`src/rtl/ap_ctrl_txn_tracker.sv`:
```
// ap_ctrl_txn_tracker: pairs ap_ctrl_chain starts with completions and emits timestamped records (optional stall counter: TXN_STALL_COUNT_EN)
module ap_ctrl_txn_tracker #(
   parameter int TS_W        = 32,
   parameter int REC_DEPTH   = 8,
   parameter int START_DEPTH = 4
) (
   input  logic            clock,
   input  logic            reset,
   input  logic            ap_start,
   input  logic            ap_ready,
   input  logic            ap_done,
   input  logic            ap_continue,
   input  logic            finish,
   output logic            rec_valid,
   input  logic            rec_ready,
   output logic [TS_W-1:0] rec_start_ts,
   output logic [TS_W-1:0] rec_end_ts,
   output logic [TS_W-1:0] rec_latency,
   output logic [TS_W-1:0] rec_interval,
   output logic [TS_W-1:0] rec_stall,
   output logic [15:0]     rec_index,
   output logic            overflow,
   output logic            proto_err,
   output logic            all_done
);
   localparam int SAW = START_DEPTH > 1 ? $clog2(START_DEPTH) : 1;
   localparam int SCW = $clog2(START_DEPTH + 1);
   localparam int RAW = $clog2(REC_DEPTH);
   localparam int RCW = $clog2(REC_DEPTH + 1);
   typedef struct packed {
      logic [TS_W-1:0] st;
      logic [TS_W-1:0] en;
      logic [TS_W-1:0] lat;
      logic [TS_W-1:0] itv;
      logic [TS_W-1:0] stl;
      logic [15:0]     idx;
   } rec_t;
   typedef struct packed {
      logic [TS_W-1:0] st;
      logic [TS_W-1:0] itv;
   } sq_t;
   logic [TS_W-1:0] ts_q, last_q, stall_cur;
   logic            have_q, ovf_q, perr_q, fin_q, adone_q;
   logic [15:0]     idx_q;
   sq_t             sq_q [START_DEPTH];
   logic [SAW-1:0]  s_rd_q, s_wr_q, s_rd_d, s_wr_d;
   logic [SCW-1:0]  s_cnt_q, s_cnt_d;
   rec_t            rf_q [REC_DEPTH];
   logic [RAW-1:0]  r_rd_q, r_wr_q;
   logic [RCW-1:0]  r_cnt_q, r_cnt_d;
   logic            s_ev, d_ev, s_empty, s_full, s_push, s_pop, r_full, r_push, r_pop;
   logic            ovf_d, perr_d, adone_d;
   logic [TS_W-1:0] itv_now;
   sq_t             s_head;
   rec_t            new_rec;
`ifdef TXN_STALL_COUNT_EN
   logic [TS_W-1:0] stall_q, stall_d;
   // Stall counter: counts done-backpressure cycles, saturates, restarts on each accepted done
   always_comb stall_d = d_ev ? '0 : (ap_done && !ap_continue && stall_q != '1) ? stall_q + TS_W'(1) : stall_q;
   // Stall counter register
   always_ff @(posedge clock or posedge reset)
      if (reset) stall_q <= '0;
      else stall_q <= stall_d;
   assign stall_cur = stall_q;
`else
   assign stall_cur = '0;
`endif
   // Event decode, queue/FIFO bookkeeping and record assembly
   always_comb begin
      s_ev    = ap_start & ap_ready;
      d_ev    = ap_done & ap_continue;
      s_empty = s_cnt_q == '0;
      s_full  = s_cnt_q == SCW'(START_DEPTH);
      itv_now = have_q ? ts_q - last_q : '0;
      s_head  = sq_q[s_rd_q];
      s_push  = s_ev & (d_ev ? !s_empty : !s_full);
      s_pop   = d_ev & !s_empty;
      s_rd_d  = !s_pop ? s_rd_q : (s_rd_q == SAW'(START_DEPTH - 1)) ? '0 : s_rd_q + SAW'(1);
      s_wr_d  = !s_push ? s_wr_q : (s_wr_q == SAW'(START_DEPTH - 1)) ? '0 : s_wr_q + SAW'(1);
      s_cnt_d = s_cnt_q + SCW'(s_push) - SCW'(s_pop);
      rec_valid = r_cnt_q != '0;
      r_full  = r_cnt_q == RCW'(REC_DEPTH);
      r_pop   = rec_valid & rec_ready;
      r_push  = d_ev & (!r_full | r_pop);
      r_cnt_d = r_cnt_q + RCW'(r_push) - RCW'(r_pop);
      new_rec.st  = s_empty ? ts_q : s_head.st;
      new_rec.en  = ts_q;
      new_rec.lat = ts_q - new_rec.st;
      new_rec.itv = !s_empty ? s_head.itv : s_ev ? itv_now : '0;
      new_rec.stl = stall_cur;
      new_rec.idx = idx_q;
      ovf_d   = ovf_q | (s_ev & !d_ev & s_full) | (d_ev & r_full & !r_pop);
      perr_d  = perr_q | (d_ev & !s_ev & s_empty);
      adone_d = adone_q | ((fin_q | finish) & (r_cnt_q == '0) & !d_ev);
   end
   // Timestamp, start queue, record FIFO and sticky status registers
   always_ff @(posedge clock or posedge reset) begin
      if (reset) begin
         ts_q    <= '0;
         last_q  <= '0;
         have_q  <= 1'b0;
         idx_q   <= '0;
         s_rd_q  <= '0;
         s_wr_q  <= '0;
         s_cnt_q <= '0;
         r_rd_q  <= '0;
         r_wr_q  <= '0;
         r_cnt_q <= '0;
         ovf_q   <= 1'b0;
         perr_q  <= 1'b0;
         fin_q   <= 1'b0;
         adone_q <= 1'b0;
         for (int i = 0; i < START_DEPTH; i++) sq_q[i] <= '0;
         for (int i = 0; i < REC_DEPTH; i++) rf_q[i] <= '0;
      end else begin
         ts_q    <= ts_q + TS_W'(1);
         if (s_ev) begin
            last_q <= ts_q;
            have_q <= 1'b1;
         end
         if (s_push) sq_q[s_wr_q] <= '{st: ts_q, itv: itv_now};
         if (r_push) begin
            rf_q[r_wr_q] <= new_rec;
            r_wr_q       <= r_wr_q + RAW'(1);
         end
         if (r_pop) r_rd_q <= r_rd_q + RAW'(1);
         if (d_ev) idx_q <= idx_q + 16'd1;
         s_rd_q  <= s_rd_d;
         s_wr_q  <= s_wr_d;
         s_cnt_q <= s_cnt_d;
         r_cnt_q <= r_cnt_d;
         ovf_q   <= ovf_d;
         perr_q  <= perr_d;
         fin_q   <= fin_q | finish;
         adone_q <= adone_d;
      end
   end
   assign rec_start_ts = rf_q[r_rd_q].st;
   assign rec_end_ts   = rf_q[r_rd_q].en;
   assign rec_latency  = rf_q[r_rd_q].lat;
   assign rec_interval = rf_q[r_rd_q].itv;
   assign rec_stall    = rf_q[r_rd_q].stl;
   assign rec_index    = rf_q[r_rd_q].idx;
   assign overflow     = ovf_q;
   assign proto_err    = perr_q;
   assign all_done     = adone_q;
endmodule

```
`config.mk`:
```
export PLATFORM = sky130hd
export DESIGN_NAME = ap_ctrl_txn_tracker
export DESIGN_NICKNAME = d
export VERILOG_FILES = /design/src/rtl/ap_ctrl_txn_tracker.sv
export SDC_FILE = /design/constraint.sdc
export NUM_CORES = 2
export LEC_CHECK = 0
export BUFFER_PORTS_ARGS = -buffer_cell sky130_fd_sc_hd__buf_2
export CELL_PAD_IN_SITES_DETAIL_PLACEMENT = 1
export CELL_PAD_IN_SITES_GLOBAL_PLACEMENT = 1
export CORE_MARGIN = 1
export CORE_UTILIZATION = 51
export DETAILED_ROUTE_END_ITERATION = 8
export PLACE_DENSITY_LB_ADDON = 0.1
export SLEW_MARGIN = 10
export SYNTH_ARGS = -nofsm -noshare
export SYNTH_HDL_FRONTEND = slang
export SYNTH_SLANG_ARGS = --single-unit
```
`constraint.sdc`:
```
create_clock -name clock -period 58.8 [get_ports clock]
set_input_delay 2.94 -clock clock [delete_from_list [all_inputs] [get_ports clock]]
set_output_delay 2.94 -clock clock [all_outputs]
set_load 0.01 [all_outputs]
```
-- Word level (Yosys, flattened, before mapping)
Cells that the tools add are included.
W data, S select, Z words.
- register bits after elaboration: 1766
- bits of input ports: 8
- logic and storage cells: 146
- add/sub/neg operators: 12
- $lt $le $gt $ge: 6
- eq/ne operators: 4
- multiplexer cells: 19
- bitwise operators: 24
- reduce and logical (&&, ||, !) cells: 11
- operators by type and width (operator ; number):
    $bwmux W1408 ; 1
    $bmux W176 S3 ; 1
    $demux W176 S3 ; 1
    $mux W176 ; 3
    $bwmux W256 ; 1
    $mux W64 ; 3
    $bmux W64 S2 ; 1
    $demux W64 S2 ; 1
    $mux W32 ; 4
    $sub A32 B32 Y32 ; 2
    $add A32 B1 Y32 const B ; 1
    $add A16 B1 Y16 const B ; 1
    $and A1 B1 Y1 ; 14
    $ge A4 B4 Y1 const B ; 2
    $not A3 Y4 ; 2
    $add A3 B1 Y3 const B ; 2
    $ge A3 B3 Y1 const B ; 2
    $logic_not A1 Y1 ; 6
    $not A2 Y3 ; 2
    $or A1 B1 Y1 ; 6
    $add A2 B1 Y2 const B ; 2
    $add A4 B1 Y4 ; 1
    $eq A2 B2 Y1 const B ; 2
    $eq A4 B4 Y1 const B ; 1
    other kinds (12) ; 14

-- Logic depth before layout (Yosys ltp)
- depth after elaboration: 7
- gate-level depth with buffers: 16
- mapped depth without buffers: 14

-- Worst setup path before layout
No wires, ideal clock.
- path kind: register to output
- start: reg r_rd_q[0]
- end: out rec_start_ts[12]
- arrival: 2308 ps
- required time: 55860 ps
- setup slack: 53552 ps
- stages on the path, launching flop included: 6
- path through: dfrtp_1 -> clkbuf_1 -> buf_1 -> buf_2 -> mux4_2 -> mux2_2
- word-level cells in the longest chain between the ends: 4
- RTL lines (what ; line ; text):
    start: declaration ; 49 ; logic [RAW-1:0] r_rd_q, r_wr_q;
    start signal: assignment ; 126 ; if (r_pop) r_rd_q <= r_rd_q + RAW'(1);
    $not A3 Y4 (not written as such) ; 138 ; assign rec_start_ts = rf_q[r_rd_q].st;
    $bmux W176 S3 ; 138 ;
    $mux W176 (2 in a row) ; n/a ;
    end: declaration ; 16 ; output logic [TS_W-1:0] rec_start_ts,
Every way passes these cells. The select of a mux whose other input is x is not followed.

-- Worst setup path after layout
- start: reg r_rd_q[0]
- end: out rec_end_ts[9]
- word-level cells in the longest chain between the ends: 4
- RTL lines (what ; line ; text):
    $not A3 Y4 (not written as such) ; 139 ; assign rec_end_ts = rf_q[r_rd_q].en;
    $bmux W176 S3 ; 139 ;
    $mux W176 ; n/a ;
    $mux W176 (not written as such) ; 139 ;
    end: declaration ; 17 ; output logic [TS_W-1:0] rec_end_ts,
Every way passes these cells. The select of a mux whose other input is x is not followed.

==> summary.md <==
| Metric | Value |
|---|---|
| Ports | `188` |
| Die Span Y | `371 um` |
| Final setup TNS | `0 ps` |
| Post-CTS resize count | `0` |
| Initial antenna violation count | `7` |
| R2R cell count | `14` |
| TritonCTS clock tree | `done` |
| Status | `completed` |
| Placed Instance Area | `0.0715 mm2` |
| H-tree levels | `4` |
| Routed WL per cell | `24.7 um` |
| Power density of the placed cells | `49.1 mW/mm2` |
| Initial core utilization | `51.7%` |
| Vias | `45,700` |
| RSZ-0062 raised after global routing | `false` |
| Cts hold-fix bufs | `0` |
| Clock skew | `25.3 ps` |
| Setup violators final | `0` |
| Largest net degree at the start of global routing | `173` |
| CP dominant cell by count | `buf_4` |
| Pre-CTS setup slack | `50,690 ps` |
| Clock sink count | `1,510` |
| Final #Nets | `5,872` |
| Final wirelength | `190 mm` |
| Final Cell Area | `0.0770 mm2` |
| Die width | `371 um` |
| Die area | `0.138 mm2` |
| Final Max Slew Viols | `0` |
| Cell taking the most area after synthesis | `dfrtp_1` |
| IR drop worst, VDD | `0.0361 mV` |
| LEAKAGE | `36.6 nW` |
| Post-CTS Setup Bufs | `0` |
| Top-count cell post-synth | `dfrtp_1` |
| Hold crit path type | `reg -> reg` |
| CP Launch Type | `register` |
| Worst Path Buf+Inv | `4` |
| Synth top area share | `54.5%` |
| Crit-path max FO | `51` |
| Worst Setup SP | `r_rd_q[0]$_DFFE_PP0P_` |
| Max_slew headroom | `15.8%` |
| Routed vias/inst | `5.95` |
| Synth Instances | `5,809` |
| Hold depth | `1` |
| Root Buffer | `clkbuf_16` |
| Clock Tree Buf Depth | `3` |
| DR DRC count | `0` |
| Final ANT Viol Nets | `0` |
| Async SR Flop Fraction | `100%` |
| Seq/Total Area, Yosys | `54.5%` |
| Worst slew pin tran | `1260 ps` |
| All-Layer GR Usage | `28.5%` |
| Clk Latency, worst-skew pair | `790 ps` |
| CP Cell Sequence | `buf_4 > buf_4 > buf_4 > mux4_2 > mux2_2 > buf_2` |
| Worst r2r src | `s_rd_q[0]$_DFFE_PP0P_` |
| Fmax | `119 MHz` |
| Layout area overhead | `10.9%` |
| CP max stage delay | `930 ps` |
| Final min period | `8410 ps` |
| DRT Pass-1 Iters | `5` |
| Largest cells by area after synthesis | `dfrtp_1, mux4_2, mux2_2, nand2_1, o21ai_0` |
| CP arrival | `5470 ps` |
| Total power | `3.78 mW` |
| Syn Area/Cell | `11.9 um2` |
| Main flop type after synthesis | `dfrtp_1` |
| Commonest cells post-synth | `dfrtp_1, nand2_1, o21ai_0` |
| Crit share post-route | `14.3%` |
| Levels on crit path | `6` |
| CTS Buf Count | `163` |
| Seq cells post-synth | `1,510` |
| Synth cell types | `85` |
| Worst path required time | `55,860 ps` |
| Synthesis Warnings | `0` |
| Slowest CP cell | `dfrtp_4` |
| Final Hold Fails | `0` |
| Number of global-route vias before repair | `49,900` |
| Overflow after GRT | `0` |
| First-pass GRT wire length | `301 mm` |
| Synthesized area | `0.0694 mm2` |
| Hold path start | `fin_q$_DFF_PP0_` |
| Core area | `0.134 mm2` |
| Clock transition at the registers of the reported paths | `60 ps` |
| Gpl congestion | `0.833` |
| FP Rows | `134` |
| Fillers | `13,400` |
| Share of cells above drive strength 1 | `26.7%` |
| IO buf count | `155` |
| Initial DRC Count | `3,006` |
| Setup ws final | `50,390 ps` |
| Cell family with most CP delay | `buffers and inverters` |
| Max cap viols | `0` |
| Dpl hpwl | `117 mm` |
| Worst setup EP type | `primary output` |
| Crit path kind | `reg -> out` |
| Number of flops mapped to enable cells by yosys | `0` |
## final cells by class
cell class	count	area [um2]	share of cell area, %
timing repair buffer	257	1620	2.10
multi-input combinational	3783	29600	38.5
inverter	65	251	0.327
clock inverter	43	472	0.613
sequential	1510	37800	49.1
clock buffer	254	4990	6.48
antenna	3	7.51	0.00975
tap	1768	2210	2.87
## sequential cells by signal (all words and copies together), names as in the netlist
register   count
all_done       1
have_q         1
s_rd_q         2
fin_q          1
rf_q        1152
last_q        32
r_rd_q         3
s_wr_q         2
r_wr_q         3
ts_q          32
idx_q         16
s_cnt_q        3
proto_err      1
overflow       1
sq_q         256
r_cnt_q        4
## logic make-up after synthesis
logic type	share of synthesized area [%]
AOI/OAI and AO/OA	8.34
and+or+nand+nor	8.47
buffers and inverters	3.23
other	0.00540
muxes	22.5
adders and majority gates	1.56
xor gates and xnor gates	1.41
DFF	54.5
## through the flow
stage	hold WS, ps	utilization [%]	instances
after global routing	474	57.3	7680
after global placement	439	53.2	7383
after detailed placement	438	53.2	7383
final	451	57.3	7683
after floorplan	423	-	5840
after CTS	455	57.3	7680
## layer usage
layer,global-route usage (%),share of wire [%],up-vias
met3,4.17,4.2,251
li1,-,-,20300
met4,8.52,2.7,0
met2,47.0,49,810
met1,39.2,44,24400
met5,0,0,-
## worst reg2reg max path: stages, from the launching register on
cell	delay (ps)
dfrtp_4	590
buf_4	580
buf_4	690
mux4_2	660
mux2i_1	160
buf_4	250
ha_1	330
a21o_1	210
a31oi_1	190
a21boi_1	120
a221o_1	490
a31oi_1	320
o21ai_1	130
xnor2_1	870
mux2_2	340
## power by group
group	total, mW	internal [mW]	switching, mW
clock	1.04	0.613	0.428
sequential	1.45	1.28	0.167
combinational	1.29	0.527	0.762
total	3.78	2.42	1.36
## placed cells by master (no fill, tap or decap), types with 26 or more instances in the layout
cell type | synthesis | layout
dfrtp_1 | 1510 | 1505
nand2_1 | 1237 | 1230
o21ai_0 | 791 | 791
mux2_2 | 647 | 647
mux4_2 | 352 | 352
clkbuf_16 | 0 | 167
buf_2 | 42 | 155
buf_4 | 33 | 96
ha_1 | 80 | 80
a21oi_1 | 71 | 71
nor2_1 | 69 | 69
xnor2_1 | 69 | 69
inv_1 | 64 | 63
o21ai_1 | 53 | 53
clkbuf_8 | 0 | 48
nand3_1 | 43 | 39
clkbuf_1 | 337 | 39
xor2_1 | 37 | 37
mux2i_1 | 36 | 35
conb_1 | 1 | 32
a21o_1 | 26 | 26
## path summary, 6_finish.rpt
path | slack (ps) | end
worst max register to register | 52810 | rf_q[97]$_DFFE_PP0P_
worst min-delay path | 450 | fin_q$_DFF_PP0_
worst min register to register | 450 | fin_q$_DFF_PP0_
min in group asynchronous | 2280 | rf_q[1297]$_DFFE_PP0P_
max in group asynchronous | 51720 | rf_q[327]$_DFFE_PP0P_
worst max-delay path | 50390 | rec_end_ts[9]
Note: power is estimated with default switching activity, not from simulation.
